[src/rtl/kpn_fifo_arbiter.sv]
// kpn_fifo_arbiter
// Four-way round-robin write arbiter and read gate for one fifo_module channel.
// Producers are merged onto the FIFO write port with per-owner bursts of up to
// MAX_BURST words. The consumer's read requests are gated against a shadow
// occupancy count, because the FIFO has no full/empty flags of its own.
//
// State table (r_st):
//   ST_IDLE | no owner; the round-robin scan starting at r_rr_ptr picks the candidate
//   ST_OWN  | r_owner holds the write port while it keeps requesting, up to MAX_BURST words
//
// Ports:
//   clk         in   clock, rising edge
//   reset       in   asynchronous, active-high
//   req         in   [3:0] producer i has a word on its slice of entries
//   entries     in   [4*BITS_NUMBER-1:0] producer i data at [i*BITS_NUMBER +: BITS_NUMBER]
//   grant       out  [3:0] one-hot, combinational; the word is accepted at this edge
//   cons_rd     in   consumer requests one word
//   fifo_rd     out  combinational FIFO rd, also the consumer acknowledge
//   fifo_wr     out  registered FIFO wr
//   fifo_entry  out  [BITS_NUMBER-1:0] registered FIFO entry_1
//   count       out  [FIFO_ELEMENTS:0] words currently stored in the FIFO
//   full        out  combinational; no word can be accepted this cycle
//   empty       out  combinational; count == 0
module kpn_fifo_arbiter #(
    parameter int BITS_NUMBER   = 16,
    parameter int FIFO_ELEMENTS = 5,
    parameter int MAX_BURST     = 4
) (
    input  logic                       clk,
    input  logic                       reset,
    input  logic [3:0]                 req,
    input  logic [4*BITS_NUMBER-1:0]   entries,
    output logic [3:0]                 grant,
    input  logic                       cons_rd,
    output logic                       fifo_rd,
    output logic                       fifo_wr,
    output logic [BITS_NUMBER-1:0]     fifo_entry,
    output logic [FIFO_ELEMENTS:0]     count,
    output logic                       full,
    output logic                       empty
);

    localparam int DEPTH = 2**FIFO_ELEMENTS;
    localparam logic [FIFO_ELEMENTS+1:0] DEPTH_W = (FIFO_ELEMENTS+2)'(DEPTH);

    typedef enum logic {
        ST_IDLE = 1'b0,
        ST_OWN  = 1'b1
    } state_t;

    state_t                    r_st;
    state_t                    w_st_nxt;
    logic [1:0]                r_owner;
    logic [1:0]                w_owner_nxt;
    logic [1:0]                r_rr_ptr;
    logic [1:0]                w_rr_nxt;
    logic [3:0]                r_burst_cnt;
    logic [3:0]                w_burst_nxt;
    logic [3:0]                w_burst_inc;
    logic                      r_fifo_wr;
    logic [BITS_NUMBER-1:0]    r_fifo_entry;
    logic [FIFO_ELEMENTS:0]    r_count;

    logic [FIFO_ELEMENTS+1:0]  w_occ_pending;
    logic                      w_space;
    logic                      w_keep_owner;
    logic [7:0]                w_req_dbl;
    logic [3:0]                w_req_rot;
    logic [1:0]                w_rot_off;
    logic                      w_cand_vld;
    logic [1:0]                w_cand;
    logic                      w_accept;
    logic [BITS_NUMBER-1:0]    w_cand_data;

    // A word in flight on fifo_wr is counted as occupied; a same-cycle read
    // is deliberately not credited, so the write side never races the read.
    assign w_occ_pending = {1'b0, r_count} + {{(FIFO_ELEMENTS+1){1'b0}}, r_fifo_wr};
    assign w_space       = w_occ_pending < DEPTH_W;
    assign full          = ~w_space;
    assign empty         = (r_count == '0);

    // In-flight words are not yet readable, so only the committed count gates reads.
    assign fifo_rd       = ~reset & cons_rd & (r_count != '0);

    assign fifo_wr       = r_fifo_wr;
    assign fifo_entry    = r_fifo_entry;
    assign count         = r_count;

    // Rotate the request vector so bit 0 is the producer at r_rr_ptr; the
    // lowest set bit is then the next producer in round-robin order.
    assign w_req_dbl     = {req, req};
    assign w_req_rot     = w_req_dbl[r_rr_ptr +: 4];
    assign w_keep_owner  = (r_st == ST_OWN) && req[r_owner];
    assign w_burst_inc   = r_burst_cnt + 4'd1;

    always_comb begin
        w_rot_off  = 2'd0;
        w_cand_vld = 1'b0;
        w_cand     = r_owner;
        if (w_req_rot[0])      w_rot_off = 2'd0;
        else if (w_req_rot[1]) w_rot_off = 2'd1;
        else if (w_req_rot[2]) w_rot_off = 2'd2;
        else                   w_rot_off = 2'd3;
        if (w_keep_owner) begin
            w_cand     = r_owner;
            w_cand_vld = 1'b1;
        end else if (req != 4'b0000) begin
            w_cand     = r_rr_ptr + w_rot_off;
            w_cand_vld = 1'b1;
        end
    end

    assign w_accept    = w_cand_vld & w_space;
    assign w_cand_data = entries[w_cand*BITS_NUMBER +: BITS_NUMBER];
    assign grant       = (w_accept && !reset) ? (4'b0001 << w_cand) : 4'b0000;

    always_comb begin
        w_st_nxt    = r_st;
        w_owner_nxt = r_owner;
        w_burst_nxt = r_burst_cnt;
        w_rr_nxt    = r_rr_ptr;
        if (w_keep_owner) begin
            // A stalled owner keeps its burst position.
            if (w_accept) begin
                w_burst_nxt = w_burst_inc;
                if (w_burst_inc == 4'(MAX_BURST)) begin
                    w_st_nxt = ST_IDLE;
                    w_rr_nxt = r_owner + 2'd1;
                end
            end
        end else begin
            // Either idle or the owner just dropped req: give the port away this cycle.
            w_st_nxt = ST_IDLE;
            if (w_accept) begin
                w_owner_nxt = w_cand;
                w_burst_nxt = 4'd1;
                w_rr_nxt    = w_cand + 2'd1;
                w_st_nxt    = (MAX_BURST > 1) ? ST_OWN : ST_IDLE;
            end
        end
    end

    always_ff @(posedge clk or posedge reset) begin
        if (reset) begin
            r_st        <= ST_IDLE;
            r_owner     <= 2'd0;
            r_burst_cnt <= 4'd0;
            r_rr_ptr    <= 2'd0;
        end else begin
            r_st        <= w_st_nxt;
            r_owner     <= w_owner_nxt;
            r_burst_cnt <= w_burst_nxt;
            r_rr_ptr    <= w_rr_nxt;
        end
    end

    always_ff @(posedge clk or posedge reset) begin
        if (reset) begin
            r_fifo_wr    <= 1'b0;
            r_fifo_entry <= '0;
            r_count      <= '0;
        end else begin
            r_fifo_wr <= w_accept;
            if (w_accept) begin
                r_fifo_entry <= w_cand_data;
            end
            r_count <= r_count + {{FIFO_ELEMENTS{1'b0}}, r_fifo_wr}
                               - {{FIFO_ELEMENTS{1'b0}}, fifo_rd};
        end
    end

endmodule

[config.mk]
export PLATFORM = sky130hd
export DESIGN_NAME = kpn_fifo_arbiter
export DESIGN_NICKNAME = d
export VERILOG_FILES = /design/src/rtl/kpn_fifo_arbiter.sv
export SDC_FILE = /design/constraint.sdc
export NUM_CORES = 1
export LEC_CHECK = 0
export ABC_AREA = 1
export ABC_CLOCK_PERIOD_IN_PS = 3100
export BUFFER_PORTS_ARGS = -buffer_cell sky130_fd_sc_hd__buf_2
export CORE_UTILIZATION = 51
export DETAILED_ROUTE_END_ITERATION = 8
export GPL_TIMING_DRIVEN = 0
export PLACE_DENSITY = 0.91
export SYNTH_ARGS = -nofsm -noshare
export SYNTH_HDL_FRONTEND = slang
export SYNTH_SLANG_ARGS = --single-unit
[constraint.sdc]
create_clock -name clk -period 3.1 [get_ports clk]
set_input_delay 0.62 -clock clk [delete_from_list [all_inputs] [get_ports clk]]
set_output_delay 0.62 -clock clk [all_outputs]
set_load 0.02 [all_outputs]
==> impl_metrics.toml <==
[layout]
area_growth_pct = 28.1
fin_cells = 621
regArea_um2 = 803
mostFrequentLayoutCell = "nand2_1"
multi_input_area_mm2 = 0.00163
diodes = 0
postLayoutCellArea_mm2 = 0.00362
fillCellCount = 433
final_cell_mix = "nand2_1, buf_2, nand3_1"
drive_above_1_share = 0.294
nNetsFinal = 641

[critical_path]
path_max_fanout = 7
worstSetupPathType = "flop to output pin"
worstPathRequired_ns = 2.48
worstSetupEndpointType = "output pin"
critPathArrivalTime_ns = 2.42
start_kind = "flop"

[routing]
drt_iter0_drc = 185
drc = 0
viasPerCell = 5.05
wl_per_cell_um = 12.2
ant_nets = 0
routed_wl_um = 7590
vias = 3134
dr.pass1.iters = 5

[floorplanning]
dieArea_mm2 = 0.00585
fp-row-count = 26
start_util = 0.540
die_h_um = 76.5
core_mm2 = 0.00524
io_pins = 101
die_x_um = 76.5

[sta]
slew_viol_final = 0
timing.fmax_ghz = 0.328
finalHoldViolations = 0
tns_ns = 0
finalCritPeriodShare = 0.982
setup_viol = 0
relSlewSlack = 0.453
hold-worst-slack_ns = 0.346
min_period_ns = 3.04
clock_skew_ns = 0.00456
tightest_slew_ns = 0.816

[global_route]
grt_max_degree = 35
grt_pass1_vias = 2928
track_usage = 0.261
grt_pass1_wl_um = 12500
antenna_found_initial = 0
grt_overflow_total = 0

[synthesis]
ys_seq_area_frac = 0.283
netlist_area_mm2 = 0.00283
yosys_warnings = 0
syn_avg_cell_area_um2 = 6.52
synth_cell_type_count = 30
syn_inst = 434
synth-seq-cells = 32
syn_nets = 525

[cts]
path_clk_slew_ns = 0.07
cts_sinks = 32
ctsLongestPathBuffers = 2
cts_tree = "yes"
htree_levels = 2
clk_latency_ns = 0.29
cts_hold_buf = 0
cts_buffers = 5
cts_root_buffer = "clkbuf_8"

[placement]
port_buffers = 100
dpl.hpwl_um = 5680
dp_cells = 604
place_area_mm2 = 0.00342
globalplace.congestion = 0.854

[power]
peakVddDrop_mv = 1.06
leakage_uw = 0.00227
power.density_mw_per_mm2 = 1390

[worst_hold_path]
hp-class = "primary input to async pin"

[run]
drv_cap = 0

[run_status]
status = "finished, final reports clean"
## state kept, by name (all words and copies together), names as in the netlist
| signal | count |
|---|---|
| count | 6 |
| fifo_entry | 16 |
| r_rr_ptr | 2 |
| r_owner | 2 |
| fifo_wr | 1 |
| r_burst_cnt | 4 |
| r_st | 1 |
## cell type report
type / count / area share
Buffer: 14 / 0.0273
Clock buffer: 6 / 0.0228
Clock inverter: 2 / 0.00276
Inverter: 84 / 0.0894
Multi-Input combinational cell: 302 / 0.450
Sequential cell: 32 / 0.222
Tap cell: 70 / 0.0242
Timing Repair Buffer: 110 / 0.161
Timing Repair inverter: 1 / 0.00138
## cells in the mapped netlist (all sizes together)
library cell | number | area [µm²]
fa | 1 | 20.0
dfrtp | 32 | 801
nor3 | 1 | 5.00
and2 | 1 | 6.26
ha | 19 | 238
nor2 | 10 | 56.3
buf | 15 | 118
o21ai | 8 | 40.0
or2 | 1 | 6.26
clkbuf | 1 | 3.75
o31ai | 1 | 7.51
xnor2 | 2 | 17.5
nand2 | 145 | 574
o211ai | 1 | 12.5
a21oi | 4 | 20.0
nand3 | 103 | 543
inv | 84 | 318
nand4 | 1 | 6.26
xor2 | 4 | 35.0
## timing repair
item / in CTS / in global routing
buffers inserted: 2 / 8
setup endpoints to repair: 4 / 5
gates cloned: 0 / 1
pin swaps: 0 / 3
gates resized for setup: 7 / 10
## final timing paths
kind	slack, ns	depth (start not counted)	start	endpoint
worst max-delay path	0.06	17	r_rr_ptr[0]$_DFFE_PP0P_	grant[1]
worst max register to register	0.48	14	count[3]$_DFF_PP0_	count[4]$_DFF_PP0_
worst min-delay path	0.35	2	reset	fifo_entry[5]$_DFFE_PP0P_
max in group asynchronous	2.19	2	reset	count[1]$_DFF_PP0_
min in group clk	0.48	2	fifo_entry[9]$_DFFE_PP0P_	fifo_entry[9]$_DFFE_PP0P_
worst min register to register	0.48	2	fifo_entry[9]$_DFFE_PP0P_	fifo_entry[9]$_DFFE_PP0P_
## critical path: stages (launching register included)
cell     delay (ns)
dfrtp_2        0.45
inv_2          0.09
nand2_1        0.06
nand3_1        0.11
nand2_2        0.09
nand3_1        0.08
nand2_1        0.07
ha_1           0.27
inv_1          0.04
nand2_1        0.08
nand2_2        0.07
nand2_4        0.11
nand2_8        0.08
inv_4          0.07
ha_1           0.14
inv_1          0.04
nor2_1         0.11
buf_4          0.16
## cell families after synthesis
group                      Yosys count  share of synthesized area
and+or+nand+nor                    262                      0.423
buffers and inverters              100                      0.155
DFF                                 32                      0.283
adders and majority gates           20                     0.0912
AOI/OAI and AO/OA                   14                     0.0283
xor gates and xnor gates             6                     0.0186
## per-layer routing
layer,wire (µm),vias to the layer above,share of wire,track usage
met5,0,-,0,0
met4,125,0,0.016,0.0885
li1,-,1579,-,-
met1,3240,1409,0.43,0.321
met3,387,15,0.051,0.0347
met2,3840,131,0.51,0.468
## stage by stage
stage	setup slack (ns)	power (µW)	util
detailed placement	-0.106	4390	0.653
finish	0.0558	5030	0.692
CTS	0.00539	4780	0.676
floorplan	0.0961	3530	-
global placement	0.00807	4260	0.653
global route	-0.0874	5560	0.692
## power breakdown
group	switching [µW]	total, µW	internal, µW
clock	158	335	177
sequential	181	831	650
combinational	2390	3870	1480
Note: power is estimated with default switching activity, not from simulation.
